--- src/rtl/cpu_defs_pkg.sv ---
// Shared definitions for the multicycle CPU: opcodes, FSM states, ALU and mux select codes.
package cpu_defs_pkg;

  localparam int unsigned OPCODE_W = 6;
  localparam int unsigned ALUOP_W  = 3;
  localparam int unsigned STATE_W  = 3;

  // Instruction opcodes (IR[31:26])
  localparam logic [OPCODE_W-1:0] OP_ADD  = 6'b000000;
  localparam logic [OPCODE_W-1:0] OP_SUB  = 6'b000001;
  localparam logic [OPCODE_W-1:0] OP_ADDI = 6'b000010;
  localparam logic [OPCODE_W-1:0] OP_OR   = 6'b010000;
  localparam logic [OPCODE_W-1:0] OP_AND  = 6'b010001;
  localparam logic [OPCODE_W-1:0] OP_ORI  = 6'b010010;
  localparam logic [OPCODE_W-1:0] OP_SLL  = 6'b011000;
  localparam logic [OPCODE_W-1:0] OP_SLT  = 6'b100110;
  localparam logic [OPCODE_W-1:0] OP_SW   = 6'b110000;
  localparam logic [OPCODE_W-1:0] OP_LW   = 6'b110001;
  localparam logic [OPCODE_W-1:0] OP_BEQ  = 6'b110100;
  localparam logic [OPCODE_W-1:0] OP_J    = 6'b111000;
  localparam logic [OPCODE_W-1:0] OP_JR   = 6'b111001;
  localparam logic [OPCODE_W-1:0] OP_JAL  = 6'b111010;
  localparam logic [OPCODE_W-1:0] OP_HALT = 6'b111111;

  // Control FSM states
  typedef enum logic [STATE_W-1:0] {
    S_IF      = 3'b000,
    S_ID      = 3'b001,
    S_EXE_LS  = 3'b010,
    S_MEM     = 3'b011,
    S_WB_LD   = 3'b100,
    S_EXE_BR  = 3'b101,
    S_EXE_AL  = 3'b110,
    S_WB_AL   = 3'b111
  } state_t;

  // ALU operation codes
  localparam logic [ALUOP_W-1:0] ALU_ADD = 3'b000;
  localparam logic [ALUOP_W-1:0] ALU_SUB = 3'b001;
  localparam logic [ALUOP_W-1:0] ALU_SLL = 3'b010;
  localparam logic [ALUOP_W-1:0] ALU_OR  = 3'b011;
  localparam logic [ALUOP_W-1:0] ALU_AND = 3'b100;
  localparam logic [ALUOP_W-1:0] ALU_SLT = 3'b101;

  // PC source select
  localparam logic [1:0] PCSRC_SEQ = 2'b00;
  localparam logic [1:0] PCSRC_BR  = 2'b01;
  localparam logic [1:0] PCSRC_RS  = 2'b10;
  localparam logic [1:0] PCSRC_JMP = 2'b11;

  // Destination register select
  localparam logic [1:0] REGOUT_RT = 2'b00;
  localparam logic [1:0] REGOUT_RD = 2'b01;
  localparam logic [1:0] REGOUT_RA = 2'b10;

  // Full set of datapath control signals for one cycle
  typedef struct packed {
    logic               pc_wre;
    logic               ir_wre;
    logic               ins_mem_rw;
    logic               reg_wre;
    logic [1:0]         reg_out;
    logic               wr_reg_data;
    logic               alu_src_a;
    logic               alu_src_b;
    logic               alu_m2reg;
    logic               ext_sel;
    logic               data_mem_rw;
    logic [1:0]         pc_src;
    logic [ALUOP_W-1:0] alu_op;
  } ctrl_t;

  // True for register/immediate arithmetic-logic instructions
  function automatic logic is_alu_op(input logic [OPCODE_W-1:0] op);
    case (op)
      OP_ADD, OP_SUB, OP_ADDI, OP_OR, OP_AND, OP_ORI, OP_SLL, OP_SLT: return 1'b1;
      default: return 1'b0;
    endcase
  endfunction

  // True for any opcode the CPU implements
  function automatic logic is_defined_op(input logic [OPCODE_W-1:0] op);
    case (op)
      OP_SW, OP_LW, OP_BEQ, OP_J, OP_JR, OP_JAL, OP_HALT: return 1'b1;
      default: return is_alu_op(op);
    endcase
  endfunction

  // ALU function required by an ALU-class opcode
  function automatic logic [ALUOP_W-1:0] alu_op_of(input logic [OPCODE_W-1:0] op);
    case (op)
      OP_SUB:         return ALU_SUB;
      OP_SLL:         return ALU_SLL;
      OP_OR, OP_ORI:  return ALU_OR;
      OP_AND:         return ALU_AND;
      OP_SLT:         return ALU_SLT;
      default:        return ALU_ADD;
    endcase
  endfunction

endpackage

--- src/rtl/multicycle_control_decode.sv ---
// Combinational control decoder: maps (state, opcode, zero) to every datapath control.
module multicycle_control_decode
  import cpu_defs_pkg::*;
(
  input  state_t              state,
  input  logic [OPCODE_W-1:0] opcode,
  input  logic                zero,
  output ctrl_t               ctrl
);

  logic imm_form;

  assign imm_form = (opcode == OP_ADDI) || (opcode == OP_ORI);

  // Per-state control decode; anything not driven below stays 0
  always_comb begin
    ctrl = '0;
    case (state)
      S_IF: begin
        ctrl.ir_wre     = 1'b1;
        ctrl.ins_mem_rw = 1'b1;
      end
      S_ID: begin
        case (opcode)
          OP_J: begin
            ctrl.pc_wre = 1'b1;
            ctrl.pc_src = PCSRC_JMP;
          end
          OP_JR: begin
            ctrl.pc_wre = 1'b1;
            ctrl.pc_src = PCSRC_RS;
          end
          OP_JAL: begin
            ctrl.pc_wre      = 1'b1;
            ctrl.pc_src      = PCSRC_JMP;
            ctrl.reg_wre     = 1'b1;
            ctrl.reg_out     = REGOUT_RA;
            ctrl.wr_reg_data = 1'b0;
          end
          default: begin
            // Unknown opcodes retire here as a nop
            if (!is_defined_op(opcode)) begin
              ctrl.pc_wre = 1'b1;
              ctrl.pc_src = PCSRC_SEQ;
            end
          end
        endcase
      end
      S_EXE_AL, S_WB_AL: begin
        ctrl.alu_op    = alu_op_of(opcode);
        ctrl.alu_src_b = imm_form;
        ctrl.alu_src_a = (opcode == OP_SLL);
        ctrl.ext_sel   = (opcode == OP_ADDI);
        ctrl.reg_out   = imm_form ? REGOUT_RT : REGOUT_RD;
        if (state == S_WB_AL) begin
          ctrl.reg_wre     = 1'b1;
          ctrl.wr_reg_data = 1'b1;
          ctrl.pc_wre      = 1'b1;
          ctrl.pc_src      = PCSRC_SEQ;
        end
      end
      S_EXE_BR: begin
        ctrl.alu_op  = ALU_SUB;
        ctrl.ext_sel = 1'b1;
        ctrl.pc_wre  = 1'b1;
        ctrl.pc_src  = zero ? PCSRC_BR : PCSRC_SEQ;
      end
      S_EXE_LS, S_MEM: begin
        ctrl.alu_op    = ALU_ADD;
        ctrl.alu_src_b = 1'b1;
        ctrl.ext_sel   = 1'b1;
        if ((state == S_MEM) && (opcode == OP_SW)) begin
          ctrl.data_mem_rw = 1'b1;
          ctrl.pc_wre      = 1'b1;
          ctrl.pc_src      = PCSRC_SEQ;
        end
      end
      S_WB_LD: begin
        ctrl.reg_wre     = 1'b1;
        ctrl.alu_m2reg   = 1'b1;
        ctrl.wr_reg_data = 1'b1;
        ctrl.reg_out     = REGOUT_RT;
        ctrl.pc_wre      = 1'b1;
        ctrl.pc_src      = PCSRC_SEQ;
      end
    endcase
  end

endmodule

--- src/rtl/multicycle_control_unit.sv ---
// Main control FSM of the multicycle CPU: sequences IF/ID/EXE/MEM/WB and drives the datapath controls.
module multicycle_control_unit
  import cpu_defs_pkg::*;
#(
  parameter int unsigned OPW    = 6,
  parameter int unsigned ALUOPW = 3
) (
  input  logic              CLK,
  input  logic              Reset,
  input  logic [OPW-1:0]    Opcode,
  input  logic              Zero,
  output logic              PCWre,
  output logic              IRWre,
  output logic              InsMemRW,
  output logic              RegWre,
  output logic [1:0]        RegOut,
  output logic              WrRegData,
  output logic              ALUSrcA,
  output logic              ALUSrcB,
  output logic              ALUM2Reg,
  output logic              ExtSel,
  output logic              DataMemRW,
  output logic [1:0]        PCSrc,
  output logic [ALUOPW-1:0] ALUOp,
  output logic [2:0]        State
);

  state_t              state;
  state_t              state_next;
  logic [OPCODE_W-1:0] op;
  ctrl_t               ctrl;

  assign op = OPCODE_W'(Opcode);

  // State register; reset returns to instruction fetch immediately
  always_ff @(posedge CLK or negedge Reset) begin
    if (!Reset) begin
      state <= S_IF;
    end else begin
      state <= state_next;
    end
  end

  // Next-state selection
  always_comb begin
    state_next = S_IF;
    case (state)
      S_IF: state_next = S_ID;
      S_ID: begin
        case (op)
          OP_J, OP_JR, OP_JAL: state_next = S_IF;
          OP_BEQ:              state_next = S_EXE_BR;
          OP_LW, OP_SW:        state_next = S_EXE_LS;
          OP_HALT:             state_next = S_ID;
          default:             state_next = is_alu_op(op) ? S_EXE_AL : S_IF;
        endcase
      end
      S_EXE_AL: state_next = S_WB_AL;
      S_WB_AL:  state_next = S_IF;
      S_EXE_BR: state_next = S_IF;
      S_EXE_LS: state_next = S_MEM;
      S_MEM:    state_next = (op == OP_LW) ? S_WB_LD : S_IF;
      S_WB_LD:  state_next = S_IF;
    endcase
  end

  // Output decode from current state and instruction fields
  multicycle_control_decode u_decode (
    .state  (state),
    .opcode (op),
    .zero   (Zero),
    .ctrl   (ctrl)
  );

  assign PCWre     = ctrl.pc_wre;
  assign IRWre     = ctrl.ir_wre;
  assign InsMemRW  = ctrl.ins_mem_rw;
  assign RegWre    = ctrl.reg_wre;
  assign RegOut    = ctrl.reg_out;
  assign WrRegData = ctrl.wr_reg_data;
  assign ALUSrcA   = ctrl.alu_src_a;
  assign ALUSrcB   = ctrl.alu_src_b;
  assign ALUM2Reg  = ctrl.alu_m2reg;
  assign ExtSel    = ctrl.ext_sel;
  assign DataMemRW = ctrl.data_mem_rw;
  assign PCSrc     = ctrl.pc_src;
  assign ALUOp     = ALUOPW'(ctrl.alu_op);
  assign State     = state;

endmodule

--- config.mk ---
export PLATFORM = sky130hd
export DESIGN_NAME = multicycle_control_unit
export DESIGN_NICKNAME = d
export VERILOG_FILES = /design/src/rtl/cpu_defs_pkg.sv /design/src/rtl/multicycle_control_decode.sv /design/src/rtl/multicycle_control_unit.sv
export SDC_FILE = /design/constraint.sdc
export NUM_CORES = 1
export LEC_CHECK = 0
export CORE_UTILIZATION = 44
export CTS_BUF_LIST = sky130_fd_sc_hd__clkbuf_8
export CTS_CLUSTER_DIAMETER = 40
export DETAILED_ROUTE_END_ITERATION = 10
export GPL_ROUTABILITY_DRIVEN = 0
export PLACE_DENSITY = 0.88
export SYNTH_ARGS = -nofsm -noshare
export SYNTH_HDL_FRONTEND = slang
export SYNTH_SLANG_ARGS = --single-unit
--- constraint.sdc ---
create_clock -name CLK -period 2.95 [get_ports CLK]
set_clock_uncertainty 0.15 [all_clocks]
set_input_delay 0.59 -clock CLK [delete_from_list [all_inputs] [get_ports CLK]]
set_output_delay 0.59 -clock CLK [all_outputs]
set_load 0.02 [all_outputs]
==> results of run 1 <==
## cell usage after synthesis (2+ instances only)
cell       n
o21ai_0    7
nor4_2     2
dfrtp_1    3
nor3_1     8
buf_2      3
nand3_1    3
a21oi_1    8
and3_1     4
buf_4      3
inv_1      5
o22ai_1    2
o2111ai_1  2
nand2_1    8
nor2_1     7
buf_6      2
## metrics by stage
stage	util	std cells	hold WS, ns	cell area, µm²
after global placement	0.874	150	0.407	1040
after CTS	0.940	154	0.416	1110
after floorplan	-	90	0.144	601
after detailed placement	0.874	150	0.435	1040
## repair_timing
| item | 4_1_cts |
|---|---|
| gates resized for setup | 50 |
| setup buffers | 0 |
| pin swaps | 2 |
| hold buffers | 0 |
| setup endpoints to repair | 13 |
## logic make-up after synthesis
logic type,synth area share
AOI/OAI and AO/OA,0.315
DFF,0.125
buffers and inverters,0.144
and+or+nand+nor,0.417
==> impl_metrics.csv, run 1 <==
group,metric,value,unit
run_status,lastStage,"global routing (5_1_grt)",
timing,worst_endpoint,"DataMemRW",
run_status,outcome,"did not finish",
yosys,syn-num-nets,99,
yosys,yosysUniqueCellTypes,38,
yosys,synth_top_area_frac,0.125,
die,rows,12,
clock_tree,cts_made_buffers,3,
yosys,async_flop_share,1.00,
yosys,ys_seq_area_frac,0.125,
run_status,firstError,"[ERROR DPL-0033] detailed placement checks failed during check placement.",
die,die_h,38.9,µm
yosys,ys_seq_elements,3,
clock_tree,cts_buffer_depth,2,
yosys,synth_flop_cell,"dfrtp_1",
global_routing,grt_max_degree,11,
placement,post-place-ws,-0.442,ns
die,start_util,0.506,
yosys,netlist_area,601,µm²
yosys,avgSynthCellArea,6.67,µm²
clock_tree,cts.sinks,3,
placement,hpwl,1.82,mm
die,die_w,38.9,µm
yosys,synthCells,90,
yosys,synth_edf_count,0,
placement,portBuffers,28,
die,io_pins,29,
clock_tree,root_buffer,"clkbuf_8",
clock_tree,cts_htree_levels,1,
timing,worstEndpointType,"primary output",
yosys,yosysWarningCount,0,
yosys,yosys.area.top_type,"dfrtp_1",
yosys,synthTopCellsByArea,"dfrtp_1, a21oi_1, nor3_1",
global_routing,antenna_found_initial,0,
==> run 2, diff against run 1 <==
--- a/config.mk
+++ b/config.mk
@@ -5,12 +5,11 @@
 export SDC_FILE = /design/constraint.sdc
 export NUM_CORES = 1
 export LEC_CHECK = 0
-export CORE_UTILIZATION = 44
-export CTS_BUF_LIST = sky130_fd_sc_hd__clkbuf_8
-export CTS_CLUSTER_DIAMETER = 40
+export CORE_AREA = 2 2 63 65
 export DETAILED_ROUTE_END_ITERATION = 10
+export DIE_AREA = 0 0 65 67
 export GPL_ROUTABILITY_DRIVEN = 0
-export PLACE_DENSITY = 0.88
+export PLACE_DENSITY_LB_ADDON = 0.15
 export SYNTH_ARGS = -nofsm -noshare
 export SYNTH_HDL_FRONTEND = slang
 export SYNTH_SLANG_ARGS = --single-unit
==> impl_metrics.csv, run 2 <==
group,metric,value,unit
run_status,outcome,"complete, no violations",
global_routing,grt_pass1_vias,840,
power,switching_power,0.324,mW
route,first_iter_violations,20,
route,drc,0,
clock_tree,cts_made_buffers,3,
layout,mostFrequentLayoutCell,"buf_4",
clock_tree,path_clk_slew,0.03,ns
die,io_pins,29,
yosys,yosysUniqueCellTypes,38,
die,die_h,67,µm
global_routing,grt_max_degree,10,
clock_tree,ctsHoldBuffers,0,
yosys,netlist_area,601,µm²
clock_tree,cts_tree,"done",
timing,finalSetupViolCount,0,
global_routing,grt_pass1_wl,3.78,mm
critical_path,crit_required,2.21,ns
die,core,3610,µm²
timing,whs,0.414,ns
timing,final.setup.worst_slack,0.113,ns
power,clockPowerShare,0.175,
layout,final_nets,151,
run,maxCapViolCount,0,
layout,instances_no_fill,189,
route,antenna_left,0,
placement,place_inst,185,
route,vias_per_cell,4.47,
clock_tree,clk-insertion-delay-late,0.21,ns
critical_path,worstSetupStartpointType,"input port",
clock_tree,cts_htree_levels,1,
power,peakVddDrop,179,µV
placement,hpwl,1.82,mm
layout,mostFrequentLayoutCells,"buf_4, clkdlybuf4s50_1, a21oi_1, nor3_1",
clock_tree,root_buffer,"clkbuf_8",
critical_path,end_kind,"output pin",
layout,largest_reg_flops,3,
clock_tree,cts.sinks,3,
layout,fillers,402,
yosys,async_flop_share,1.00,
layout,final_area,1120,µm²
layout,post_route_cells_drive_above_1_share,0.362,
critical_path,critPathMaxStageDelay,0.34,ns
yosys,yosysWarningCount,0,
critical_path,path_max_fanout,8,
critical_path,path_buf_inv,2,
critical_path,critPathMostFrequentCell,"dlygate4sd2_1",
layout,area_growth,86.2,%
timing,fmax,353,MHz
power,leakagePower,0.520,nW
power,comb_power_share,0.695,
placement,placed_area,1090,µm²
critical_path,cp.arrival,2.10,ns
timing,maxSlewViolCount,0,
route,vias,844,
yosys,ys_seq_area_frac,0.125,
hold_path,hold_path.class,"in2async",
yosys,synth_flop_cell,"dfrtp_1",
power,internal-power,0.343,mW
global_routing,grt.total_usage,0.110,
yosys,synth_top_area_frac,0.125,
yosys,synth_edf_count,0,
yosys,yosys.area.top_type,"dfrtp_1",
route,routedWlPerCell,11.8,µm
global_routing,grt_overflow,0,
yosys,syn-num-nets,99,
power,pwr-share-seq,0.129,
power,power.density,596,nW/µm²
critical_path,cp_top_family,"simple AND/OR/NAND/NOR gates",
layout,diodes,0,
layout,multi_input_area,468,µm²
die,rows,22,
route,totalWireLength,2.23,mm
timing,rsz0062_at_grt,"true",
critical_path,critPathSlowestCell,"dlygate4sd2_1",
timing,tightest_slew,0.353,ns
die,die_area,4360,µm²
placement,post-place-ws,-0.480,ns
timing,slew_headroom,0.765,
timing,period_needed,2.84,ns
global_routing,antenna_found_initial,0,
yosys,avgSynthCellArea,6.67,µm²
power,swShare,0.485,
critical_path,path_class,"in2out",
critical_path,cp_cell_sequence,"dlygate4sd2_1, and2b_1, nand3_1, nor3_1, a21oi_1, nor2_1, dlygate4sd2_1",
yosys,ys_seq_elements,3,
layout,regArea,75.1,µm²
route,dr.pass1.iters,4,
placement,portBuffers,28,
yosys,synthCells,90,
yosys,synthTopCellsByArea,"dfrtp_1, a21oi_1, nor3_1",
yosys,synth.top_cells.by_count,"a21oi_1, nand2_1, nor3_1",
timing,hold_viol,0,
die,start_util,0.167,
clock_tree,cts_buffer_depth,2,
timing,min_period_over_period,0.962,
die,die_w,65,µm
run 2: cell counts after synthesis:
No cell type changed its count.
run 2: timing repair:
item | 4_1_cts | 5_1_grt
pin swaps | 0 | 2
gates resized for setup | 29 | 21
hold endpoints to repair | 0 | 0
buffers inserted | 0 | 0
setup endpoints to repair | 13 | 10
run 2: layout make-up:
cell class | instances | area share
clock buffers | 4 | 0.0403
inverters | 6 | 0.0201
multi-input cells | 72 | 0.418
flip-flops and latches | 3 | 0.0671
well taps | 48 | 0.0537
repair buffers | 56 | 0.400
run 2: logic make-up (layout without fill, tap and decap cells):
logic type      Yosys count  in the layout  share of synthesized area
simple gates             43             43                      0.417
flops                     3              3                      0.125
buf+inv                  15             66                      0.144
compound gates           29             29                      0.315
run 2: power groups by stage:
| stage | registers [mW] | logic [mW] | clock network (mW) |
|---|---|---|---|
| 2_1_floorplan | 0.0977 | 0.251 | 0 |
| 3_3_place_gp | 0.0867 | 0.491 | 0 |
| 3_5_place_dp | 0.0870 | 0.490 | 0 |
| 4_1_cts | 0.0872 | 0.466 | 0.121 |
| 5_1_grt | 0.0904 | 0.504 | 0.128 |
| 6_report | 0.0864 | 0.464 | 0.117 |
run 2: stage by stage:
step / TNS, ns / utilization / power (mW)
2_1_floorplan: 0 / - / 0.348
3_3_place_gp: -5.14 / 0.302 / 0.577
3_5_place_dp: -5.22 / 0.302 / 0.577
4_1_cts: 0 / 0.312 / 0.673
5_1_grt: -0.0364 / 0.310 / 0.722
6_report: 0 / 0.310 / 0.667
run 2: layer usage:
| metal | routed length [µm] | up-vias | global-route usage |
|---|---|---|---|
| met4 | 18 | 0 | 0.0346 |
| met1 | 1050 | 387 | 0.137 |
| met2 | 1070 | 26 | 0.189 |
| met5 | 0 | - | 0 |
| li1 | - | 429 | - |
| met3 | 93 | 2 | 0.0220 |
run 2: final timing paths:
check | depth (start not counted) | slack [ns] | to | from
max | 7 | 0.11 | PCSrc[0] | Opcode[2]
min | 1 | 0.41 | State[0]$_DFF_PN0_ | Reset
max reg2reg | 5 | 1.48 | State[1]$_DFF_PN0_ | State[1]$_DFF_PN0_
min reg2reg | 1 | 0.44 | State[0]$_DFF_PN0_ | State[0]$_DFF_PN0_
max in group asynchronous | 1 | 2.09 | State[1]$_DFF_PN0_ | Reset
min in group CLK | 1 | 0.44 | State[0]$_DFF_PN0_ | State[0]$_DFF_PN0_
Power figures use the tool's default switching activity.
==> run 3, diff against run 2 <==
--- a/config.mk
+++ b/config.mk
@@ -6,10 +6,13 @@
 export NUM_CORES = 1
 export LEC_CHECK = 0
 export CORE_AREA = 2 2 63 65
+export CTS_BUF_LIST = sky130_fd_sc_hd__clkbuf_8
+export CTS_CLUSTER_SIZE = 40
 export DETAILED_ROUTE_END_ITERATION = 10
 export DIE_AREA = 0 0 65 67
 export GPL_ROUTABILITY_DRIVEN = 0
 export PLACE_DENSITY_LB_ADDON = 0.15
+export RECOVER_POWER = 100
 export SYNTH_ARGS = -nofsm -noshare
 export SYNTH_HDL_FRONTEND = slang
 export SYNTH_SLANG_ARGS = --single-unit
==> impl_metrics.csv, run 3 (synthesis gave the netlist of run 2 again) <==
group,metric,value,unit
route,totalWireLength,2.23,mm
layout,final_area,1110,µm²
clock_tree,root_buffer,"clkbuf_8",
critical_path,path_class,"in2out",
route,vias,844,
route,first_iter_violations,16,
layout,instances_no_fill,189,
power,power.total,0.663,mW
timing,fmax,352,MHz
placement,post-place-ws,-0.480,ns
critical_path,critPathMostFrequentCell,"dlygate4sd2_1",
run,maxCapViolCount,0,
layout,largest_reg_flops,3,
route,vias_per_cell,4.47,
critical_path,crit_required,2.21,ns
critical_path,cp.arrival,2.10,ns
global_routing,grt_pass1_vias,840,
route,antenna_left,0,
global_routing,grt_overflow,0,
critical_path,end_kind,"output pin",
hold_path,hold_path.class,"reg2reg",
clock_tree,cts.sinks,3,
die,die_h,67,µm
timing,maxSlewViolCount,0,
global_routing,grt_max_degree,10,
layout,fillers,404,
layout,regArea,75.1,µm²
critical_path,cp_top_family,"simple AND/OR/NAND/NOR gates",
timing,setup-tns-final,0,ns
die,start_util,0.167,
timing,finalSetupViolCount,0,
critical_path,cp_cell_sequence,"dlygate4sd2_1, and2b_1, nand3_1, nor3_1, a21oi_1, nor2_1, dlygate4sd2_1",
global_routing,grt_pass1_wl,3.78,mm
critical_path,path_max_fanout,8,
clock_tree,cts_buffer_depth,2,
die,die_area,4360,µm²
clock_tree,path_clk_slew,0.03,ns
route,routedWlPerCell,11.8,µm
route,drc,0,
clock_tree,cts_htree_levels,1,
global_routing,grt.total_usage,0.110,
global_routing,antenna_found_initial,0,
die,io_pins,29,
layout,post_route_cells_drive_above_1_share,0.355,
die,core,3610,µm²
die,die_w,65,µm
power,peakVddDrop,177,µV
clock_tree,ctsHoldBuffers,0,
placement,hpwl,1.82,mm
clock_tree,cts_made_buffers,3,
power,leakagePower,0.520,nW
clock_tree,cts_tree,"done",
timing,slew_headroom,0.765,
layout,final_nets,151,
placement,placed_area,1090,µm²
die,rows,22,
critical_path,rrSetupSlack,1.48,ns
layout,post-route-util,0.309,
timing,rsz0062_at_grt,"true",
clock_tree,clk-insertion-delay-late,0.21,ns
route,dr.pass1.iters,4,
layout,multi_input_area,468,µm²
timing,hold_viol,0,
critical_path,worstSetupStartpointType,"input port",
layout,mostFrequentLayoutCell,"buf_4",
critical_path,path_buf_inv,2,
placement,place_inst,185,
run_status,outcome,"complete, no violations",
layout,mostFrequentLayoutCells,"buf_4, a21oi_1, nor3_1, clkdlybuf4s50_1",
timing,whs,0.438,ns
layout,area_growth,85.6,%
critical_path,critPathSlowestCell,"dlygate4sd2_1",
timing,period_needed,2.84,ns
power,power.density,595,nW/µm²
placement,portBuffers,28,
critical_path,critPathMaxStageDelay,0.34,ns
timing,min_period_over_period,0.962,
timing,tightest_slew,0.353,ns
timing,final.setup.worst_slack,0.113,ns
layout,diodes,0,
[run 3: report_power, final]
group	leakage (nW)	internal, mW	total, mW	switching, mW
clock network	0.0269	0.0884	0.113	0.0248
logic	0.455	0.192	0.463	0.271
registers	0.0386	0.0584	0.0865	0.0280
total	0.520	0.339	0.663	0.324
[run 3: metal layers]
| layer | wire length, µm | share of wire | global-route usage |
|---|---|---|---|
| met5 | 0 | 0 | 0 |
| met3 | 98 | 0.044 | 0.0220 |
| met1 | 1050 | 0.47 | 0.137 |
| met2 | 1060 | 0.48 | 0.189 |
| met4 | 18 | 0.0081 | 0.0346 |
[run 3: repair_timing]
action                     in CTS  in global routing
pin swaps                       0                  2
resized for setup              29                 21
setup endpoints to repair      13                 10
setup buffers                   0                  0
hold endpoints to repair        0                  0
gates cloned                    0                  0
[run 3: area by class of cell]
class                      count  area share
multi-input combinational     72       0.420
tap                           48      0.0539
clock inverter                 1     0.00337
inverter                       6      0.0202
sequential                     3      0.0673
clock buffer                   3      0.0370
timing repair buffer          56       0.398
[run 3: final timing paths]
path                       cells after the start            endpoint          startpoint
max reg2reg                                    5  State[1]$_DFF_PN0_  State[1]$_DFF_PN0_
min reg2reg                                    1  State[0]$_DFF_PN0_  State[0]$_DFF_PN0_
min                                            1  State[0]$_DFF_PN0_  State[0]$_DFF_PN0_
min in group asynchronous                      1  State[0]$_DFF_PN0_               Reset
max                                            7            PCSrc[0]           Opcode[2]
max in group asynchronous                      1  State[1]$_DFF_PN0_               Reset
==> run 4, diff against run 3 <==
--- a/config.mk
+++ b/config.mk
@@ -12,7 +12,7 @@
 export DIE_AREA = 0 0 65 67
 export GPL_ROUTABILITY_DRIVEN = 0
 export PLACE_DENSITY_LB_ADDON = 0.15
-export RECOVER_POWER = 100
 export SYNTH_ARGS = -nofsm -noshare
 export SYNTH_HDL_FRONTEND = slang
 export SYNTH_SLANG_ARGS = --single-unit
+export TNS_END_PERCENT = 20
==> impl_metrics.csv, run 4 (synthesis gave the netlist of run 2 again) <==
group,metric,value,unit
global_routing,antenna_found_initial,0,
layout,instances_no_fill,189,
timing,min_period_over_period,0.959,
critical_path,critPathMaxStageDelay,0.34,ns
global_routing,grt_pass1_vias,830,
clock_tree,path_clk_slew,0.03,ns
critical_path,path_max_fanout,8,
critical_path,crit_required,2.21,ns
timing,final.setup.worst_slack,0.122,ns
layout,mostFrequentLayoutCell,"buf_4",
die,rows,22,
layout,diodes,0,
critical_path,reg2reg_depth,5,
power,power.density,590,nW/µm²
layout,final_area,1130,µm²
timing,slew_headroom,0.778,
run_status,outcome,"complete, no violations",
global_routing,grt_max_degree,10,
global_routing,grt.total_usage,0.109,
route,totalWireLength,2.23,mm
layout,area_growth,87.5,%
timing,maxSlewViolCount,0,
timing,period_needed,2.83,ns
route,drc,0,
layout,mostFrequentLayoutCells,"buf_4, clkdlybuf4s50_1, a21oi_1, nor3_1",
critical_path,path_class,"in2out",
clock_tree,cts_htree_levels,1,
hold_path,hold_path.class,"in2async",
critical_path,critPathSlowestCell,"dlygate4sd2_1",
global_routing,grt_overflow,0,
placement,portBuffers,28,
critical_path,critPathMostFrequentCell,"dlygate4sd2_1",
die,io_pins,29,
layout,post_route_cells_drive_above_1_share,0.355,
clock_tree,root_buffer,"clkbuf_8",
route,vias,844,
clock_tree,cts_made_buffers,3,
placement,place_inst,185,
layout,final_nets,151,
die,die_w,65,µm
layout,multi_input_area,465,µm²
timing,whs,0.416,ns
clock_tree,cts_tree,"done",
clock_tree,clk-insertion-delay-late,0.21,ns
route,dr.pass1.iters,4,
placement,hpwl,1.82,mm
critical_path,worstSetupPathDepth,7,
timing,hold_viol,0,
critical_path,cp_top_family,"simple AND/OR/NAND/NOR gates",
global_routing,grt_pass1_wl,3.75,mm
clock_tree,cts_buffer_depth,2,
clock_tree,ctsHoldBuffers,0,
layout,largest_reg_flops,3,
critical_path,worstSetupStartpointType,"input port",
critical_path,path_buf_inv,2,
die,core,3610,µm²
route,first_iter_violations,20,
critical_path,cp_cell_sequence,"dlygate4sd2_1, and2b_1, nand3_1, nor3_1, a21oi_1, nor2_1, dlygate4sd2_1",
layout,fillers,400,
die,start_util,0.167,
route,routedWlPerCell,11.8,µm
timing,finalSetupViolCount,0,
run,maxCapViolCount,0,
route,vias_per_cell,4.47,
clock_tree,cts.sinks,3,
die,die_area,4360,µm²
critical_path,end_kind,"output pin",
placement,post-place-ws,-0.480,ns
placement,placed_area,1090,µm²
timing,setup-tns-final,0,ns
timing,fmax,354,MHz
power,peakVddDrop,179,µV
critical_path,cp.arrival,2.09,ns
die,die_h,67,µm
power,leakagePower,0.519,nW
route,antenna_left,0,
timing,rsz0062_at_grt,"true",
timing,tightest_slew,0.333,ns
layout,regArea,75.1,µm²
==> run 4: stage by stage <==
stage / power [mW] / util
final: 0.665 / 0.312
after global routing: 0.720 / 0.312
after CTS: 0.670 / 0.311
after detailed placement: 0.577 / 0.302
after global placement: 0.577 / 0.302
after floorplan: 0.348 / -
==> run 4: timing repair <==
item | in CTS | in global routing
endpoints found under the hold margin | 0 | 0
cloned | 0 | 0
setup buffers | 0 | 0
resized for setup | 29 | 18
setup endpoints to repair | 13 | 10
pin swaps | 0 | 1
==> run 4: worst paths after layout <==
kind	from	end	slack, ns
worst min-delay path	Reset	State[0]$_DFF_PN0_	0.42
worst max register to register	State[1]$_DFF_PN0_	State[1]$_DFF_PN0_	1.48
max in group asynchronous	Reset	State[1]$_DFF_PN0_	2.08
worst min register to register	State[0]$_DFF_PN0_	State[0]$_DFF_PN0_	0.44
min in group CLK	State[0]$_DFF_PN0_	State[0]$_DFF_PN0_	0.44
worst max-delay path	Opcode[2]	PCSrc[0]	0.12
==> run 4: layout make-up <==
cell class,count,area share
inverters,6,0.0200
flip-flops and latches,3,0.0667
well taps,48,0.0533
multi-input cells,72,0.413
clock buffers,3,0.0367
clock inverters,1,0.00333
repair buffers,56,0.407
==> run 4: report_power, final <==
group | internal (mW) | switching, mW
sequential | 0.0584 | 0.0280
combinational | 0.194 | 0.271
clock | 0.0884 | 0.0248
total | 0.341 | 0.324
==> run 4: metal layers <==
metal | wire (µm) | part of all wire | GRT usage | up-vias
li1 | - | - | - | 429
met1 | 1040 | 0.47 | 0.136 | 387
met2 | 1070 | 0.48 | 0.188 | 26
met3 | 98 | 0.044 | 0.0220 | 2
met4 | 18 | 0.0081 | 0.0346 | 0
met5 | 0 | 0 | 0 | -
